<file path="config.mk">
export PLATFORM = sky130hd
export DESIGN_NAME = shreg_acq_ctrl
export DESIGN_NICKNAME = d
export VERILOG_FILES = /design/src/rtl/shreg_acq_ctrl.sv
export SDC_FILE = /design/constraint.sdc
export NUM_CORES = 1
export LEC_CHECK = 0
export CORE_ASPECT_RATIO = 1.4
export CORE_UTILIZATION = 40
export DETAILED_ROUTE_END_ITERATION = 8
export GPL_TIMING_DRIVEN = 0
export HOLD_SLACK_MARGIN = 0.15
export SETUP_SLACK_MARGIN = 0.3
export SKIP_LAST_GASP = 1
export SLEW_MARGIN = 25
export SYNTH_ARGS = -nofsm -noshare
export SYNTH_HDL_FRONTEND = slang
export SYNTH_SLANG_ARGS = --single-unit
</file>
<file path="constraint.sdc">
create_clock -name CLK -period 3.08 [get_ports CLK]
set_input_delay 0.308 -clock CLK [delete_from_list [all_inputs] [get_ports CLK]]
set_output_delay 0.308 -clock CLK [all_outputs]
set_load 0.05 [all_outputs]
</file>
<file path="src/rtl/shreg_acq_ctrl.sv">
// Acquisition sequencer for the unrolled sample shift register: clear, delay, shift N beats, hold window.
// Optional sticky start-while-busy flag enabled by defining SHREG_ACQ_CTRL_STARTERR_EN.
module shreg_acq_ctrl #(
    parameter int DWIDTH = 14,
    parameter int UNR    = 4,
    parameter int BUFLEN = 40,
    parameter int CWIDTH = 16
) (
    input  logic              CLK,
    input  logic              RST,
    input  logic              start,
    input  logic              abort,
    input  logic [CWIDTH-1:0] delay_cycles,
    input  logic [CWIDTH-1:0] acq_beats,
    output logic              shreg_clr,
    output logic              shift_en,
    output logic              stream_valid,
    output logic              win_valid,
    input  logic              win_ready,
    output logic              busy,
    output logic              done,
    output logic [CWIDTH-1:0] beat_cnt,
    output logic              start_err
);

    localparam int FILL = (BUFLEN + UNR - 1) / UNR;
    localparam logic [CWIDTH-1:0] FILL_C = CWIDTH'(FILL);
    localparam logic [CWIDTH-1:0] ONE_C  = CWIDTH'(1);

    // Parameter sanity guard; the sample width itself only matters to the shift register.
    if (DWIDTH < 1 || UNR < 1 || BUFLEN < 1) begin : g_bad_param
        $error("shreg_acq_ctrl: DWIDTH, UNR and BUFLEN must be positive");
    end

    typedef enum logic [1:0] {
        S_IDLE  = 2'd0,
        S_DELAY = 2'd1,
        S_SHIFT = 2'd2,
        S_HOLD  = 2'd3
    } state_t;

    state_t            state_q, state_d;
    logic [CWIDTH-1:0] dcnt_q, dcnt_d;
    logic [CWIDTH-1:0] n_q, n_d;
    logic [CWIDTH-1:0] beat_cnt_q, beat_cnt_d;
    logic [CWIDTH-1:0] beat_inc_s;
    logic              shreg_clr_q, shreg_clr_d;
    logic              shift_en_q, shift_en_d;
    logic              stream_valid_q, stream_valid_d;
    logic              win_valid_q, win_valid_d;
    logic              busy_q, busy_d;
    logic              done_q, done_d;

    // Next state and next registered outputs; outputs describe the state being entered.
    always_comb begin
        state_d        = state_q;
        dcnt_d         = dcnt_q;
        n_d            = n_q;
        beat_cnt_d     = beat_cnt_q;
        shreg_clr_d    = 1'b0;
        shift_en_d     = 1'b0;
        stream_valid_d = 1'b0;
        win_valid_d    = 1'b0;
        busy_d         = 1'b0;
        done_d         = 1'b0;
        beat_inc_s     = beat_cnt_q + ONE_C;

        case (state_q)
            S_IDLE: begin
                if (start && !abort) begin
                    state_d     = S_DELAY;
                    dcnt_d      = delay_cycles;
                    n_d         = (acq_beats < FILL_C) ? FILL_C : acq_beats;
                    beat_cnt_d  = '0;
                    shreg_clr_d = 1'b1;
                    busy_d      = 1'b1;
                end else begin
                    state_d = S_IDLE;
                end
            end
            S_DELAY: begin
                busy_d = 1'b1;
                if (dcnt_q == '0) begin
                    state_d    = S_SHIFT;
                    shift_en_d = 1'b1;
                end else begin
                    dcnt_d = dcnt_q - ONE_C;
                end
            end
            S_SHIFT: begin
                busy_d     = 1'b1;
                beat_cnt_d = beat_inc_s;
                if (beat_inc_s == n_q) begin
                    state_d     = S_HOLD;
                    win_valid_d = 1'b1;
                end else begin
                    shift_en_d     = 1'b1;
                    stream_valid_d = (beat_inc_s >= FILL_C);
                end
            end
            S_HOLD: begin
                // win_valid_q is the registered copy, so ready never feeds valid combinationally.
                if (win_valid_q && win_ready) begin
                    state_d = S_IDLE;
                    done_d  = 1'b1;
                end else begin
                    busy_d      = 1'b1;
                    win_valid_d = 1'b1;
                end
            end
            default: begin
                state_d = S_IDLE;
            end
        endcase

        if (abort && (state_q != S_IDLE)) begin
            state_d        = S_IDLE;
            beat_cnt_d     = beat_cnt_q;
            shreg_clr_d    = 1'b0;
            shift_en_d     = 1'b0;
            stream_valid_d = 1'b0;
            win_valid_d    = 1'b0;
            busy_d         = 1'b0;
            done_d         = 1'b0;
        end else begin
            state_d = state_d;
        end
    end

    // State, counters and registered outputs.
    always_ff @(posedge CLK) begin
        if (RST) begin
            state_q        <= S_IDLE;
            dcnt_q         <= '0;
            n_q            <= '0;
            beat_cnt_q     <= '0;
            shreg_clr_q    <= 1'b0;
            shift_en_q     <= 1'b0;
            stream_valid_q <= 1'b0;
            win_valid_q    <= 1'b0;
            busy_q         <= 1'b0;
            done_q         <= 1'b0;
        end else begin
            state_q        <= state_d;
            dcnt_q         <= dcnt_d;
            n_q            <= n_d;
            beat_cnt_q     <= beat_cnt_d;
            shreg_clr_q    <= shreg_clr_d;
            shift_en_q     <= shift_en_d;
            stream_valid_q <= stream_valid_d;
            win_valid_q    <= win_valid_d;
            busy_q         <= busy_d;
            done_q         <= done_d;
        end
    end

`ifdef SHREG_ACQ_CTRL_STARTERR_EN
    logic start_err_q, start_err_d;

    // Sticky start-while-busy flag, cleared by the next accepted start.
    always_comb begin
        start_err_d = start_err_q;
        if ((state_q == S_IDLE) && start && !abort) begin
            start_err_d = 1'b0;
        end else if (start && busy_q) begin
            start_err_d = 1'b1;
        end else begin
            start_err_d = start_err_q;
        end
    end

    // Start-error flag register.
    always_ff @(posedge CLK) begin
        if (RST) begin
            start_err_q <= 1'b0;
        end else begin
            start_err_q <= start_err_d;
        end
    end

    assign start_err = start_err_q;
`else
    assign start_err = 1'b0;
`endif

    assign shreg_clr    = shreg_clr_q;
    assign shift_en     = shift_en_q;
    assign stream_valid = stream_valid_q;
    assign win_valid    = win_valid_q;
    assign busy         = busy_q;
    assign done         = done_q;
    assign beat_cnt     = beat_cnt_q;

endmodule

</file>
Word-level counts from Yosys, hierarchy flattened
Cells that the tools add are included.
- flip-flop bits (word level): 56
- input bits: 37
- output and inout bits: 23
- word-level logic and storage cells: 65
- bitwise gates (word level): 4
- reductions and logical operators: 18
- equality and inequality tests: 9
- add/subtract/negate cells: 2
- magnitude comparators: 2
- mux-type cells: 20
- operators by type and width (cell ; number):
    2-to-1 mux 16 bit ; 4
    one-hot mux 16 bit (2 select lines) ; 2
    adder 16 x 1 -> 16 bit (second input constant) ; 1
    == test 16 bit ; 1
    greater-or-equal comparator 16 x 4 -> 1 bit (second input constant) ; 1
    zero test 16 bit ; 1
    < comparator 16 x 4 -> 1 bit (second input constant) ; 1
    subtractor 16 x 1 -> 16 bit (second input constant) ; 1
    != test 2 bit (second input constant) ; 5
    AND reduction 3 bit ; 3
    one-hot mux 2 bit (4 select lines) ; 1
    2-to-1 mux 1 bit ; 7
    2-to-1 mux 2 bit ; 3
    nonzero test 2 bit ; 3
    OR reduction 3 bit ; 2
    == test 2 bit (second input constant) ; 2
    inverter 1 bit ; 4
    one-hot mux 1 bit (2 select lines) ; 2
    OR reduction 2 bit ; 2
    OR reduction 4 bit ; 1
    logical AND 1 bit ; 3
    one-hot mux 1 bit (3 select lines) ; 1
    == test 2 x 1 -> 1 bit (second input constant) ; 1
    zero test 2 bit ; 1
    other kinds (2) ; 2

Longest topological paths before layout
- word-level depth: 4
- gate-level depth with buffers: 10
- gate-level depth less buffers: 8

Least setup slack after synthesis
No wires, ideal clock.
- path type: reg2reg
- start point: register beat_cnt_q[0] (netlist: beat_cnt[0])
- end point: register shift_en_q (netlist: shift_en)
- data arrival time: 2582 ps
- period minus slack after synthesis: 2709 ps
- required time: 2953 ps
- stages on the path, launching flop included: 9
- slack: 371 ps
- library setup time: 127 ps
- path buffers: 1
- cell sequence: dfxtp_1 > ha_1 > nand3_1 > buf_6 > nor4_2 > a2bb2oi_1 > or4_4 > o41ai_2 > a21oi_1
- longest elaborated chain between the ends: 4
- RTL lines (what ; line ; RTL):
    start, declared ; 45 ; logic [CWIDTH-1:0] beat_cnt_q, beat_cnt_d;
    start signal, assigned ; 147 ; beat_cnt_q <= beat_cnt_d;
    adder 16 x 1 -> 16 bit ; 66 ; beat_inc_s = beat_cnt_q + ONE_C;
    == test 16 bit ; 93 ; if (beat_inc_s == n_q) begin
    2-to-1 mux 1 bit ; 93 ;
    one-hot mux 1 bit (2 select lines) ; 68 ; case (state_q)
    end signal, assigned ; 149 ; shift_en_q <= shift_en_d;
    end, declared ; 48 ; logic shift_en_q, shift_en_d;
No other way between the ends.
A chain may end at the register's enable or synchronous reset.

Worst setup path in the final report
- start point: register beat_cnt_q[1] (netlist: beat_cnt[1])
- end point: register shift_en_q (netlist: shift_en)
The elaborated chain is that of the path after synthesis.

==> results.json <==
{
  "clockBufferDepth": 2,
  "clk_latency_ps": 300,
  "drtIter0Drc": 174,
  "hold_viol_final": 0,
  "yosysTopAreaCellShare_pct": 29.84,
  "yosysWarnings": 0,
  "hold_class": "reg -> reg",
  "ctsHtreeMaxLevel": 2,
  "endpoint_kind": "flop",
  "ant_nets": 0,
  "post_cts_buffers": 0,
  "vdd_drop_max_v": 0.0002292,
  "overflow": 0,
  "slew_viol_final": 0,
  "n_fill_cell": 893,
  "wire_per_inst_um": 18.28,
  "start_util_pct": 41.38,
  "antenna_cells": 0,
  "clock-skew-final_ps": 4.339,
  "violations": "design-rule violations",
  "hpwlAfterDp_um": 9213,
  "post-route-period-util_pct": 87.21,
  "cts_tree": "yes",
  "synth_area_leaders": "dfxtp_1 30%, nand2_1 7.3%, a21oi_1 6.3%, xnor2_1 4.7%, nor2_1 4.1%",
  "grt_setup_unrepaired": "true",
  "status": "finished with violations",
  "drive_gt1_share_pct": 8.526,
  "cts.root.buffer_cell": "clkbuf_16",
  "gp_congestion": 0.8961,
  "routed_wl_um": 12250,
  "numCtsBuffers": 5,
  "report.power.total_mw": 2.102,
  "pwr-share-comb_pct": 28.5,
  "antenna_found_initial": 0,
  "synth_edf_count": 0,
  "ys_ff_latch": 56,
  "crit_fanout": 7,
  "cpMaxStageDelayCell": "dfxtp_1",
  "crit_path_cell_trace": "ha_1 > and3_2 > clkbuf_1 > o211ai_1 > mux2i_1 > o2111ai_1 > o41ai_2 > a21oi_1",
  "relSlewSlack_pct": 34.89,
  "worst_ep_arrival_time_ps": 2870,
  "fmax_mhz": 372.3,
  "worstPathRequired_ps": 3260,
  "p_int_mw": 1.388,
  "drc_errors": 8,
  "synthToLayoutAreaGrowth_pct": 23.48,
  "fin_tns_setup_ps": 0,
  "yosysTopAreaCell": "dfxtp_1",
  "ys_seq_area_share_pct": 29.84,
  "die_x_um": 83.91,
  "first_pass_iters": 7,
  "worstSetupStartpointType": "flop",
  "p_leak_nw": 1.631,
  "max_stage_delay_ps": 460,
  "pwr-share-seq_pct": 39.3,
  "die_y_um": 116.7,
  "vias_per_cell": 5.760,
  "critPathKind": "reg -> reg",
  "cp_num_buf_inv": 1,
  "grt_max_degree": 18,
  "io_pins": 60,
  "powerDensity_nw_per_um2": 453.1,
  "finish.utilization_pct": 51.10,
  "critPathTopFamily": "compound AO/OA/AOI/OAI gates",
  "ys_async_sr_fraction_pct": 0,
  "io_buffer_count": 57,
  "clkPwrFrac_pct": 32.2,
  "cap_violations": 0,
  "syn-num-nets": 542,
  "yosysUniqueCellTypes": 63,
  "whs_ps": 472.6,
  "synth_flop_cell": "dfxtp_1",
  "syn_inst": 498,
  "p_sw_mw": 0.7142,
  "syn-cell-area_um2": 3757,
  "grt_pass1_wl_um": 19420,
  "period_minus_slack_ps": 2686,
  "clkTransAtPathRegs_ps": 70,
  "grt_pass1_vias": 3723,
  "track_usage_pct": 25.68,
  "num_rows": 41,
  "tightest_slew_ps": 967.7,
  "vias": 3859,
  "dieArea_um2": 9790,
  "layout.nets": 606,
  "coreArea_um2": 9080,
  "switching_share_pct": 33.97,
  "setup_violations": 0,
  "clock_sinks": 56,
  "syn_avg_cell_area_um2": 7.545
}
-- metrics by stage --
step           std cells  worst slack, ps  area, um2
6_report             670            393.8       4639
5_1_grt              670            277.8       4639
4_1_cts              670            334.2       4631
3_5_place_dp         662            188.7       4462
3_3_place_gp         662            230.9       4462
2_1_floorplan        498            370.9       3757
-- sequential cells by signal, summed over array words and instances (netlist names) --
name	flops
n_q	16
shreg_clr	1
busy	1
state_q	2
shift_en	1
beat_cnt	16
win_valid	1
dcnt_q	16
done	1
stream_valid	1
-- layout by cell type, fill, tap and decap left out, types with 6 or more instances in the layout --
master / instances
dfxtp_1: 55
nor3_1: 21
clkdlybuf4s50_1: 57
xor2_1: 10
nand3_1: 16
o22ai_1: 7
o21ai_0: 24
xnor2_1: 20
inv_1: 11
ha_1: 7
a21oi_1: 47
a211oi_1: 9
nor4_1: 10
clkbuf_1: 24
or3_1: 6
nor2_1: 41
nand4_1: 8
a22oi_1: 8
nand2_1: 73
-- worst paths after layout --
| check | start | endpoint | slack (ps) | cells after the start |
|---|---|---|---|---|
| worst min-delay path | win_valid$_SDFF_PP0_ | done$_SDFF_PP0_ | 470 | 2 |
| worst max register to register | beat_cnt[1]$_SDFFE_PP0P_ | shift_en$_SDFF_PP0_ | 390 | 8 |
| worst min register to register | win_valid$_SDFF_PP0_ | done$_SDFF_PP0_ | 470 | 2 |
| worst max-delay path | beat_cnt[1]$_SDFFE_PP0P_ | shift_en$_SDFF_PP0_ | 390 | 8 |
-- what timing repair did --
action / 4_1_cts / 5_1_grt
setup endpoints to repair: 2 / 16
gates cloned: 0 / 0
pin swaps: 0 / 1
hold buffers: 0 / 0
gates resized for setup: 1 / 8
-- cells by family (layout without fill, tap and decap cells) --
logic type	after synthesis	in the layout	share of synthesized area [%]
compound gates	130	130	21.88
xor+xnor	31	31	7.726
fa+ha+maj	7	7	2.331
buf+inv	51	116	6.593
flops	56	56	29.84
mux	3	3	0.8658
other cells	1	1	0.09980
simple gates	219	219	30.67
-- synth_stat cells (6+ instances only) --
cell      number
nand4_1        8
nor4_1        10
a211oi_1       9
o21ai_0       24
nand2_1       73
xor2_1        10
ha_1           7
clkbuf_1      28
nor3_1        21
nor2_1        41
inv_1         11
a21oi_1       47
a22oi_1        8
xnor2_1       20
nand3_1       16
or3_1          6
dfxtp_1       56
o22ai_1        7
-- power by group through the flow --
stage	logic, mW	registers, mW	clock network (mW)
3_3_place_gp	0.580	0.840	0
5_1_grt	0.656	0.832	0.706
2_1_floorplan	0.388	0.838	0
3_5_place_dp	0.585	0.841	0
6_report	0.600	0.826	0.676
4_1_cts	0.589	0.824	0.690
-- worst reg2reg max path, cell delays in order (launching register included) --
cell	delay [ps]
dfxtp_1	460
ha_1	340
and3_2	210
clkbuf_1	340
o211ai_1	150
mux2i_1	260
o2111ai_1	230
o41ai_2	460
a21oi_1	130
-- metal layers --
metal,routed length (um),part of all wire [%],global-route usage [%],vias to the layer above
li1,-,-,-,1909
met1,4836,39,26.93,1789
met2,6402,52,49.40,130
met3,524,4.3,3.534,31
met4,484,4.0,14.37,0
met5,0,0,0,-
-- area by class of cell --
type / instances / area, um2 / area share (%)
buffer: 40 / 210.2 / 4.531
clock buffer: 5 / 125.1 / 2.697
clock inverter: 3 / 42.54 / 0.9169
inverter: 11 / 41.29 / 0.8900
multi-input combinational: 391 / 2394 / 51.59
sequential: 56 / 1122 / 24.19
tap: 107 / 133.9 / 2.886
timing repair buffer: 57 / 570.5 / 12.30
(Power assumes the default switching activity.)
==> RTL change: new RTL, same settings <==
The parameter `CWIDTH` goes from 16 to 18.
--- a/src/rtl/shreg_acq_ctrl.sv
+++ b/src/rtl/shreg_acq_ctrl.sv
@@ -5,5 +5,5 @@
     parameter int UNR    = 4,
     parameter int BUFLEN = 40,
-    parameter int CWIDTH = 16
+    parameter int CWIDTH = 18
 ) (
     input  logic              CLK,
Interface: changed (resized acq_beats, beat_cnt and delay_cycles); port bits go from 60 to 66. No check against the original RTL was run, so the function may have changed too.
==> RTL change against the original RTL <==
The flow still finishes with violations (design-rule violations); worst setup slack worse by 0.035 ns; total power grew 49%; synthesized area increased by 1.7%; cell area grew 9.1%; hold slack got worse by 0.0098 ns; routed wire length down 3.5%; count of clock-buffer cells in the layout is 7 higher; utilization rose by 4.4 points; sequential share of layout area is 0.64 points higher; synthesized cell count grew 2.8%; sequential cell count up 6.
==> RTL change: results (changes against the original RTL) <==
- N_diodes: 0 (unchanged)
- Failing checks: design-rule violations (unchanged)
- Skew final: 0.00731 ns (was 0.00434 ns)
- Clock latency on the worst-skew pair: 0.34 ns (was 0.30 ns)
- Dpl cell area: 4620 um^2 (was 4460 um^2)
- Netlist cell types: 64 (was 63)
- Worst Hold Class: reg -> reg (unchanged)
- Crit-path slowest cell: a2111o_1 (was dfxtp_1)
- Post-synthesis sequential area ratio: 32.5% (was 29.8%)
- Via count: 4004 (was 3859)
- Post-Route WL: 11800 um (was 12200 um)
- Initial antenna violation count: 0 (unchanged)
- 1st-pass router iterations: 9 (was 7)
- Clock root buffer: clkbuf_16 (unchanged)
- Synth warnings: 0 (unchanged)
- Max-slew headroom: 56.7% (was 34.9%)
- IO buf count: 64 (was 57)
- Final net count: 642 (was 606)
- Predominant post-synthesis flop cell: dfxtp_1 (unchanged)
- Post-synth top cells: nand2_1, dfxtp_1, a21oi_1, nor2_1, o21ai_0 (was nand2_1, dfxtp_1, a21oi_1, nor2_1, clkbuf_1)
- Clk buf depth: 2 (unchanged)
- Status: finished with violations (unchanged)
- DP Cell Count: 683 (was 662)
- Pleak: 0.00183 uW (was 0.00163 uW)
- CP top delay family: simple AND/OR/NAND/NOR gates (was compound AO/OA/AOI/OAI gates)
- Crit-path max cell delay: 0.48 ns (was 0.46 ns)
- Largest net degree at the start of global routing: 11 (was 18)
- Drc violations: 1 (was 8)
- GPL Wtd Cong: 0.933 (was 0.896)
- Starting DRT DRC Count: 244 (was 174)
- Syn Nets: 560 (was 542)
- Wire per inst: 16.7 um (was 18.3 um)
- CTS H-tree depth: 3 (was 2)
- Final-layout fill cell count: 913 (was 893)
- Post-synthesis async set-or-reset flop share: 0% (unchanged)
- Critical path peak fanout: 9 (was 7)
- Post-Synthesis Cells: 512 (was 498)
- First-pass GRT wire length: 18900 um (was 19400 um)
- Peak VDD IR: 0.353 mV (was 0.229 mV)
- Top cells by area, synth: dfxtp_1, nand2_1, a21oi_1 (unchanged)
- Number of global-route vias before repair: 3875 (was 3723)
- Fraction of layout instances using a drive strength above 1: 11.7% (was 8.53%)
- Post-Place Setup Slack: -0.0171 ns (was 0.189 ns)
- Total GRT Usage: 24.4% (was 25.7%)
- Sw Ratio: 35.8% (was 34.0%)
- TritonCTS buffer count: 9 (was 5)
- Clock-pin slew on the worst setup and hold paths: 0.05 ns (was 0.07 ns)
- Worst EP arrival: 2.98 ns (was 2.87 ns)
- Post-DP HPWL: 8890 um (was 9210 um)
## RTL change: changes by cell type after synthesis, sizes merged, moves of 5 or more
cell / delta
nand2: +13
nor2: +11
a21oi: +9
o31ai: +8
dfxtp: +6
nand4: -5
o21a: -5
## RTL change: metal layers
layer	track usage, %	share of wire (%)
met1	27.0	40
met2	43.2	52
met3	5.19	4.6
met4	12.8	3.4
met5	0	0
## RTL change: kinds of logic after synthesis
group           synth area share, %
simple gates                   30.7
compound gates                 22.4
flops                          32.5
buf+inv                        4.85
xor+xnor                       6.84
fa+ha+maj                      2.29
other cells                  0.0981
mux                           0.262
## RTL change: layout make-up
cell class              instances  area (um^2)  share of cell area, %
inverters                      11         41.3                  0.815
flip-flops and latches         62         1260                   24.8
well taps                     107          134                   2.64
clock inverters                 4         70.1                   1.38
repair buffers                 71          693                   13.7
clock buffers                  12          246                   4.87
plain buffers                  34          159                   3.14
multi-input cells             405         2460                   48.6
## RTL change: what timing repair did
action                     4_1_cts  5_1_grt
setup endpoints to repair       20       20
buffers inserted                 3        4
cloned                           0        0
gates resized for setup          3       18
pin swaps                        3        4
## RTL change: worst paths after layout
| kind | start | end | slack [ns] | cells past startpoint |
|---|---|---|---|---|
| hold reg to reg | n_q[17] | n_q[17] | 0.46 | 2 |
| hold / removal | n_q[17] | n_q[17] | 0.46 | 2 |
| setup / recovery | beat_cnt[5] | state_q[1] | 0.36 | 9 |
| setup reg to reg | beat_cnt[5] | state_q[1] | 0.36 | 9 |
## RTL change: power groups by stage
stage	sequential, uW	combinational, uW	clock (uW)
2_1_floorplan	993	712	0
3_3_place_gp	993	1000	0
3_5_place_dp	995	1020	0
4_1_cts	979	1030	1120
5_1_grt	993	1160	1170
6_report	982	1050	1100
